$ cat src/rtl/spi_tx_fifo_if.sv
// Handshake bundle between the register-bus push side, the SPI shifter pop side
// and the driver-visible level/threshold signals of spi_tx_fifo.
interface spi_tx_fifo_if #(
    parameter int DATA_WIDTH = 32,
    parameter int DEPTH      = 8,
    parameter int CNT_W      = $clog2(DEPTH) + 1
);
    logic                  clr_i;
    logic [DATA_WIDTH-1:0] data_i;
    logic                  valid_i;
    logic                  ready_o;
    logic [DATA_WIDTH-1:0] data_o;
    logic                  valid_o;
    logic                  ready_i;
    logic [CNT_W-1:0]      elements_o;
    logic [CNT_W-1:0]      thresh_i;
    logic                  thresh_irq_o;

    // The FIFO itself
    modport slave (
        input  clr_i, data_i, valid_i, ready_i, thresh_i,
        output ready_o, data_o, valid_o, elements_o, thresh_irq_o
    );

    // Whoever drives the FIFO (register bus + shifter, or a bench)
    modport master (
        output clr_i, data_i, valid_i, ready_i, thresh_i,
        input  ready_o, data_o, valid_o, elements_o, thresh_irq_o
    );
endinterface

$ cat src/rtl/spi_tx_fifo.sv
// Word FIFO feeding the SPI transmit shifter: push from the register bus, pop on
// the shifter's valid/ready, with flush, fill level and a registered low-water flag.
module spi_tx_fifo #(
    parameter int DATA_WIDTH = 32,
    parameter int DEPTH      = 8,
    parameter int CNT_W      = $clog2(DEPTH) + 1
) (
    input  logic          clk,
    input  logic          rst,
    spi_tx_fifo_if.slave  bus
);
    localparam int PTR_W = $clog2(DEPTH);

    logic [DATA_WIDTH-1:0] mem [DEPTH];
    logic [PTR_W-1:0]      wr_ptr_reg, wr_ptr_next;
    logic [PTR_W-1:0]      rd_ptr_reg, rd_ptr_next;
    logic [CNT_W-1:0]      count_reg, count_next;
    logic                  irq_reg, irq_next;
    logic [DEPTH-1:0]      wr_en;
    logic                  full, empty, push, pop;

    assign full  = (count_reg == CNT_W'(DEPTH));
    assign empty = (count_reg == '0);

    // Flush gates both handshakes so nothing is accepted or handed out while emptying
    assign bus.ready_o      = !bus.clr_i && !full;
    assign bus.valid_o      = !bus.clr_i && !empty;
    assign bus.data_o       = mem[rd_ptr_reg];
    assign bus.elements_o   = count_reg;
    assign bus.thresh_irq_o = irq_reg;

    assign push = bus.valid_i && bus.ready_o;
    assign pop  = bus.valid_o && bus.ready_i;

    genvar gi;
    generate
        for (gi = 0; gi < DEPTH; gi++) begin : g_wr_en
            assign wr_en[gi] = push && (wr_ptr_reg == PTR_W'(gi));
        end
    endgenerate

    // Storage is deliberately not reset; valid_o masks stale entries
    always_ff @(posedge clk) begin
        for (int i = 0; i < DEPTH; i++) begin
            if (wr_en[i]) begin
                mem[i] <= bus.data_i;
            end
        end
    end

    always_comb begin
        wr_ptr_next = wr_ptr_reg;
        rd_ptr_next = rd_ptr_reg;
        count_next  = count_reg;
        if (bus.clr_i) begin
            wr_ptr_next = '0;
            rd_ptr_next = '0;
            count_next  = '0;
        end else begin
            if (push) begin
                wr_ptr_next = wr_ptr_reg + PTR_W'(1);
            end
            if (pop) begin
                rd_ptr_next = rd_ptr_reg + PTR_W'(1);
            end
            if (push && !pop) begin
                count_next = count_reg + CNT_W'(1);
            end else if (pop && !push) begin
                count_next = count_reg - CNT_W'(1);
            end
        end
    end

    // Flag follows the post-update level so it lines up with elements_o
    always_comb begin
        irq_next = (count_next <= bus.thresh_i);
    end

    always_ff @(posedge clk) begin
        if (rst) begin
            wr_ptr_reg <= '0;
            rd_ptr_reg <= '0;
            count_reg  <= '0;
            irq_reg    <= 1'b0;
        end else begin
            wr_ptr_reg <= wr_ptr_next;
            rd_ptr_reg <= rd_ptr_next;
            count_reg  <= count_next;
            irq_reg    <= irq_next;
        end
    end
endmodule

$ cat src/flat_wrapper.sv
// flat-port wrapper written by rule: the top's interface ports become plain ports
module spi_tx_fifo_flat 
#(
    parameter int DATA_WIDTH = 32,
    parameter int DEPTH      = 8,
    parameter int CNT_W      = $clog2(DEPTH) + 1
)
  (clk, rst, bus_clr_i, bus_data_i, bus_valid_i, bus_ready_i, bus_thresh_i, bus_ready_o, bus_data_o, bus_valid_o, bus_elements_o, bus_thresh_irq_o);
  spi_tx_fifo_if #(.DATA_WIDTH(DATA_WIDTH), .DEPTH(DEPTH), .CNT_W(CNT_W)) bus_i ();
  input  logic clk;
  input  logic rst;
  input wire logic [$bits(bus_i.clr_i)-1:0] bus_clr_i;
  input wire logic [$bits(bus_i.data_i)-1:0] bus_data_i;
  input wire logic [$bits(bus_i.valid_i)-1:0] bus_valid_i;
  input wire logic [$bits(bus_i.ready_i)-1:0] bus_ready_i;
  input wire logic [$bits(bus_i.thresh_i)-1:0] bus_thresh_i;
  output wire logic [$bits(bus_i.ready_o)-1:0] bus_ready_o;
  output wire logic [$bits(bus_i.data_o)-1:0] bus_data_o;
  output wire logic [$bits(bus_i.valid_o)-1:0] bus_valid_o;
  output wire logic [$bits(bus_i.elements_o)-1:0] bus_elements_o;
  output wire logic [$bits(bus_i.thresh_irq_o)-1:0] bus_thresh_irq_o;
  assign bus_i.clr_i = bus_clr_i;
  assign bus_i.data_i = bus_data_i;
  assign bus_i.valid_i = bus_valid_i;
  assign bus_i.ready_i = bus_ready_i;
  assign bus_i.thresh_i = bus_thresh_i;
  assign bus_ready_o = bus_i.ready_o;
  assign bus_data_o = bus_i.data_o;
  assign bus_valid_o = bus_i.valid_o;
  assign bus_elements_o = bus_i.elements_o;
  assign bus_thresh_irq_o = bus_i.thresh_irq_o;
  spi_tx_fifo #(.DATA_WIDTH(DATA_WIDTH), .DEPTH(DEPTH), .CNT_W(CNT_W)) u_core (.clk(clk), .rst(rst), .bus(bus_i));
endmodule
$ cat config.mk
export PLATFORM = sky130hd
export DESIGN_NAME = spi_tx_fifo_flat
export DESIGN_NICKNAME = d
export VERILOG_FILES = /design/src/rtl/spi_tx_fifo_if.sv /design/src/rtl/spi_tx_fifo.sv /design/src/flat_wrapper.sv
export SDC_FILE = /design/constraint.sdc
export NUM_CORES = 1
export LEC_CHECK = 0
export ABC_CLOCK_PERIOD_IN_PS = 3850
export CAP_MARGIN = 10
export CORE_AREA = 2 2 157 159
export DETAILED_ROUTE_END_ITERATION = 6
export DIE_AREA = 0 0 159 161
export PLACE_DENSITY = 0.73
export SETUP_SLACK_MARGIN = 0.5
export SYNTH_ARGS = -nofsm -noshare
export SYNTH_HDL_FRONTEND = slang
export SYNTH_SLANG_ARGS = --single-unit
$ cat constraint.sdc
create_clock -name clk -period 3.85 [get_ports clk]
set_input_delay 0.5775 -clock clk [delete_from_list [all_inputs] [get_ports clk]]
set_output_delay 0.5775 -clock clk [all_outputs]
set_load 0.1 [all_outputs]
# Word level (Yosys, flattened, before mapping)

Memories as Yosys holds them, arrays and structs flattened. A register that Yosys moved wholly into a read port is not among the register bits.
Cells that the tools add are included.

Memories: 1
Bits in registers: 11
Latch bits: 0
ROM bits: 0
Input port bits: 41
Memory bits (writable): 256

Memory list:

| name       | depth | width | rd ports | clocked after memory_dff | write ports | RTL line          | RTL |
|---|---|---|---|---|---|---|---|
| u_core.mem | 8     | 32    | 1        | 1                        | 1           | spi_tx_fifo.sv:14 | `logic [DATA_WIDTH-1:0] mem [DEPTH];` |

Add/subtract/negate cells: 4
$lt $le $gt $ge: 1
Shift-type cells: 0
Eq/ne operators: 8
Multipliers: 0
Divide/modulo/power cells: 0
Multiplexer cells: 42
Reduce and logical (&&, ||, !) cells: 29
Bitwise logic cells: 0

Operators with widths:

| kind                  | count |
|---|---|
| $mux W32              | 7 |
| $reduce_or A32 Y1     | 7 |
| $mux W3               | 9 |
| $mux W1               | 23 |
| $logic_and A1 B1 Y1   | 14 |
| $eq A3 B3 Y1 const B  | 4 |
| $mux W4               | 3 |
| $add A3 B1 Y3 const B | 2 |
| $eq A3 B2 Y1 const B  | 2 |
| $logic_not A1 Y1      | 5 |
| $add A4 B1 Y4 const B | 1 |
| $eq A4 B4 Y1 const B  | 1 |
| $le A4 B4 Y1          | 1 |
| $logic_not A4 Y1      | 1 |
| $sub A4 B1 Y4 const B | 1 |
| $eq A3 B1 Y1 const B  | 1 |
| $logic_not A3 Y1      | 1 |
| $reduce_or A2 Y1      | 1 |

# Logic depth before layout (Yosys ltp)

Depth in word-level cells: 15
Gate-level depth with buffers: 11
Mapped depth without buffers: 11

# Worst setup path after synthesis

OpenSTA, ideal clock, no wires.

Path kind: reg2out
From: register u_core.count_reg[1], in the netlist u_core.bus.elements_o[1]
To: output bus_ready_o
Slack: 0.134 ns
Stages on the path, launching flop included: 5
Buffers on the path: 0
Arrival time: 3.138 ns
Cells stage by stage: dfxtp_1 -> inv_1 -> ha_1 -> and2b_4 -> a21oi_1

Longest elaborated chain between the ends: 3

RTL lines:

| what                     | RTL line           | RTL |
|---|---|---|
| start: declaration       | spi_tx_fifo.sv:17  | `logic [CNT_W-1:0] count_reg, count_next;` |
| start signal: assignment | spi_tx_fifo.sv:88  | `count_reg <= count_next;` |
| $eq A4 B4 Y1             | spi_tx_fifo.sv:22  | `assign full = (count_reg == CNT_W'(DEPTH));` |
| $logic_not A1 Y1         | spi_tx_fifo.sv:26  | `assign bus.ready_o = !bus.clr_i && !full;` |
| $logic_and A1 B1 Y1      | spi_tx_fifo.sv:26  |  |
| end: declaration         | flat_wrapper.sv:17 | `output wire logic [$bits(bus_i.ready_o)-1:0] bus_ready_o;` |

Every way passes these cells.

==> implementation parameters <==
Parameter                              Value

CTS
  Clock-pin slew on the worst setup and hold paths ... 0.07 ns
  Clock tree from TritonCTS ... built
  TritonCTS Buffers ... 25
  Worst-skew pair later-pin latency ... about 0.51 ns
  Number of buffers between clock root and the deepest sink ... 3
  Sink count of the clock tree ... 270
  H-tree levels ... 1
  Clock root buffer master ... sky130_fd_sc_hd__clkbuf_16
  Quantity of hold-fixing buffers added after cts ... 0

Timing
  Fin Hold WS ... 0.525 ns
  Clk_skew ... 0.00940 ns
  Transition time of the tightest slew-check pin ... between 0.9 and 1 ns
  Final setup violation count ... 0
  Maximum clock rate ... ~320 MHz
  Worst-case setup margin in the final layout ... just over 0.7 ns
  Fin Setup TNS ... 0 ns
  Total count of max-transition violations in the final report ... 0
  Hold violation total from the final report ... 0
  Setup repair after global routing missed its margin ... no
  Relative max-transition margin ... about 34%
  Final worst-path cycle share ... around 80%
  Min Clock Period, post-route ... roughly 3.1 ns

Floorplan
  Placement row count ... 57
  Vertical extent of the die ... around 160 um
  Floorplan die area ... 0.0256 mm^2
  Number of I/O pins ... 80
  Initial core utilization ... between 40 and 50%
  Die Wd ... about 160 um
  Floorplan core area ... roughly 0.024 mm^2

Placed design
  Setup WS pre-CTS ... ~0.58 ns
  Placed Cells ... between 800 and 900
  RD Place Congestion ... between 0.8 and 0.9
  Half-perimeter wire length of the detailed placement result ... 11700 um
  Total of buffers placed on input and output ports ... 79

Finish
  Layout filler cell count ... about 1800
  Antenna cell count ... 0
  Nets ... 633
  Flip-flop count of the largest register after layout ... approximately 260
  Final cell count without fillers ... 921
  Fraction of layout cells with a size suffix above 1 ... roughly a third
  Largest reg by FF count ... u_core.mem
  Layout area overhead ... 18.9%

Logic synthesis
  Share of the synthesized area in compound gates (AO/OA/AOI/OAI) ... 1.54%
  Post-Synth Simple-Gate Area ... 2.35%
  Post-synth EDFFs ... roughly 260
  Synthesized-area fraction occupied by xor and xnor cells ... 0.461%
  Netlist cell types ... 45
  Share of flip-flops with an asynchronous set or reset after synthesis ... 0%
  Flip-flop and latch count after synthesis ... 270
  Yosys top cell area share ... 72.7%
  Adder and majority cell fraction of the synthesized area ... 1.54%
  Proportion of synthesized area in mux cells ... around 17%
  Most instantiated flip-flop cell in the synthesis netlist ... sky130_fd_sc_hd__edfxtp_1
  Ys Warns ... 0
  Most area-hungry cell type in the Yosys netlist ... sky130_fd_sc_hd__edfxtp_1
  Dominant combinational cell family by area after synthesis ... multiplexers
  Part of the Yosys area used for sequential elements ... 75.3%
  Mean area per synthesized cell ... roughly 22 um^2
  Cell count after synthesis ... 480
  Mapped Area ... 0.0106 mm^2
  Cells taking the most area after synthesis ... sky130_fd_sc_hd__edfxtp_1 73%, sky130_fd_sc_hd__mux4_2 14%, sky130_fd_sc_hd__mux2_2 3.4%, sky130_fd_sc_hd__dfxtp_1 2.6%, sky130_fd_sc_hd__ha_1 1.5%
  Mapped Nets ... 534

Global routing
  Initial antenna violation count ... 1
  Total global routing track utilization ... 15.6%
  Gr ovfl total ... 0
  Global-route wire length before repair ... 30900 um
  Maximum number of pins on one net before global-route repair ... 65
  Vias in the first global route ... about 5300

Detailed routing
  Total wirelength of the detailed-routed design ... about 20000 um
  First-pass iteration count of the detailed router ... 4
  Remaining design rule violation count ... 0
  Antenna Nets Post-Route ... 0
  Total number of vias ... 4989
  Wire per inst ... 21.3 um
  Violation count after the first detailed-routing iteration ... approximately 460
  Routed via count divided by cell count ... ~5.4

Setup path
  Maximum fanout along the worst path ... 30
  CP startpoint kind ... flop
  Required time of the critical path ... ~3.3 ns
  Nature of the critical path endpoint ... output pin
  Start-to-end type of the worst setup path ... reg2out
  Data arrival time of the critical path ... about 2.5 ns

Pwr
  Power density normalized to cell area ... 482 mW/mm^2
  Final Total Pwr ... approximately 6 mW
  Maximum ir drop on the vdd rail ... 0.234 mV
  P_leak ... 3.97 nW

Flow run
  Max-capacitance violation count ... 0

Run status
  Outcome ... finished, final reports clean

Hold path
  Min-Delay Path Class ... reg2reg
-- synthesized netlist by cell type (3+ instances only) --
master / n
sky130_fd_sc_hd__edfxtp_1: 256
sky130_fd_sc_hd__mux4_2: 64
sky130_fd_sc_hd__mux2_2: 32
sky130_fd_sc_hd__dfxtp_1: 14
sky130_fd_sc_hd__ha_1: 13
sky130_fd_sc_hd__inv_1: 11
sky130_fd_sc_hd__nor2_1: 9
sky130_fd_sc_hd__and3_1: 8
sky130_fd_sc_hd__buf_4: 7
sky130_fd_sc_hd__clkbuf_1: 7
sky130_fd_sc_hd__a21oi_1: 5
sky130_fd_sc_hd__buf_1: 5
sky130_fd_sc_hd__a211oi_1: 3
sky130_fd_sc_hd__buf_2: 3
sky130_fd_sc_hd__mux2i_1: 3
sky130_fd_sc_hd__nand2_1: 3
sky130_fd_sc_hd__xnor2_1: 3
-- per-stage QoR --
| stage | area (um^2) | util (%) |
|---|---|---|
| finish | 12600 | 52.5 |
| global route | 12600 | 52.5 |
| CTS | 12600 | 52.5 |
| detailed placement | 11800 | 49.1 |
| global placement | 11800 | 49.1 |
| floorplan | 10600 | - |
-- layout make-up --
type | count | area, um^2 | area share [%]
timing repair buffer | 94 | 885 | 7.03
clock buffer | 28 | 637 | 5.06
sequential | 270 | 7980 | 63.4
multi-input combinational | 177 | 2470 | 19.6
tap | 324 | 405 | 3.22
inverter | 11 | 41.3 | 0.328
clock inverter | 17 | 163 | 1.29
-- cells in the final DEF, fill, tap and decap left out, types with 11 or more instances in the layout --
master	count
sky130_fd_sc_hd__inv_1	11
sky130_fd_sc_hd__mux2_2	32
sky130_fd_sc_hd__ha_1	13
sky130_fd_sc_hd__clkdlybuf4s50_1	45
sky130_fd_sc_hd__buf_4	43
sky130_fd_sc_hd__dfxtp_1	11
sky130_fd_sc_hd__mux4_2	64
sky130_fd_sc_hd__edfxtp_1	256
sky130_fd_sc_hd__clkbuf_16	25
-- routing by layer --
layer  track usage [%]  routed length (um)  up-vias
met2              26.8               10000      136
met5                 0                  13        -
met1              21.0                8430     2633
met3              2.75                 990       22
met4              3.60                 223        2
li1                  -                   -     2196
-- critical path, cell delays in order (launching register included) --
cell	delay, ns
sky130_fd_sc_hd__dfxtp_4	0.62
sky130_fd_sc_hd__buf_12	0.31
sky130_fd_sc_hd__mux4_2	0.55
sky130_fd_sc_hd__mux2_2	0.31
sky130_fd_sc_hd__buf_4	0.24
-- kinds of logic after synthesis --
| family | Yosys count |
|---|---|
| multiplexers | 99 |
| AND/OR/NAND/NOR | 39 |
| adder cells (fa/ha/maj) | 13 |
| XOR/XNOR | 4 |
| buffers and inverters | 33 |
| AO/OA/AOI/OAI | 22 |
| flip-flops | 270 |
-- path summary, 6_finish.rpt --
path / end / depth (start not counted) / start / slack, ns
hold / removal: flop / 2 / u_core.rd_ptr_reg[2] / 0.53
hold reg to reg: flop / 2 / u_core.rd_ptr_reg[2] / 0.53
setup / recovery: bus_data_o[2] / 4 / flop / 0.73
setup reg to reg: u_core.bus.thresh_irq_o / 11 / u_core.bus.elements_o[0] / 0.87
-- where the power goes --
| part | total [mW] | internal, mW | switching, mW |
|---|---|---|---|
| combinational | 0.411 | 0.134 | 0.277 |
| sequential | 3.25 | 3.24 | 0.0131 |
| clock | 2.40 | 1.39 | 1.00 |
-- what timing repair did --
action / in CTS / in global routing
buffers inserted: 0 / 0
resized for setup: 0 / 1
endpoints found under the hold margin: 0 / 0
setup endpoints to repair: 0 / 4
Power figures use the tool's default switching activity.
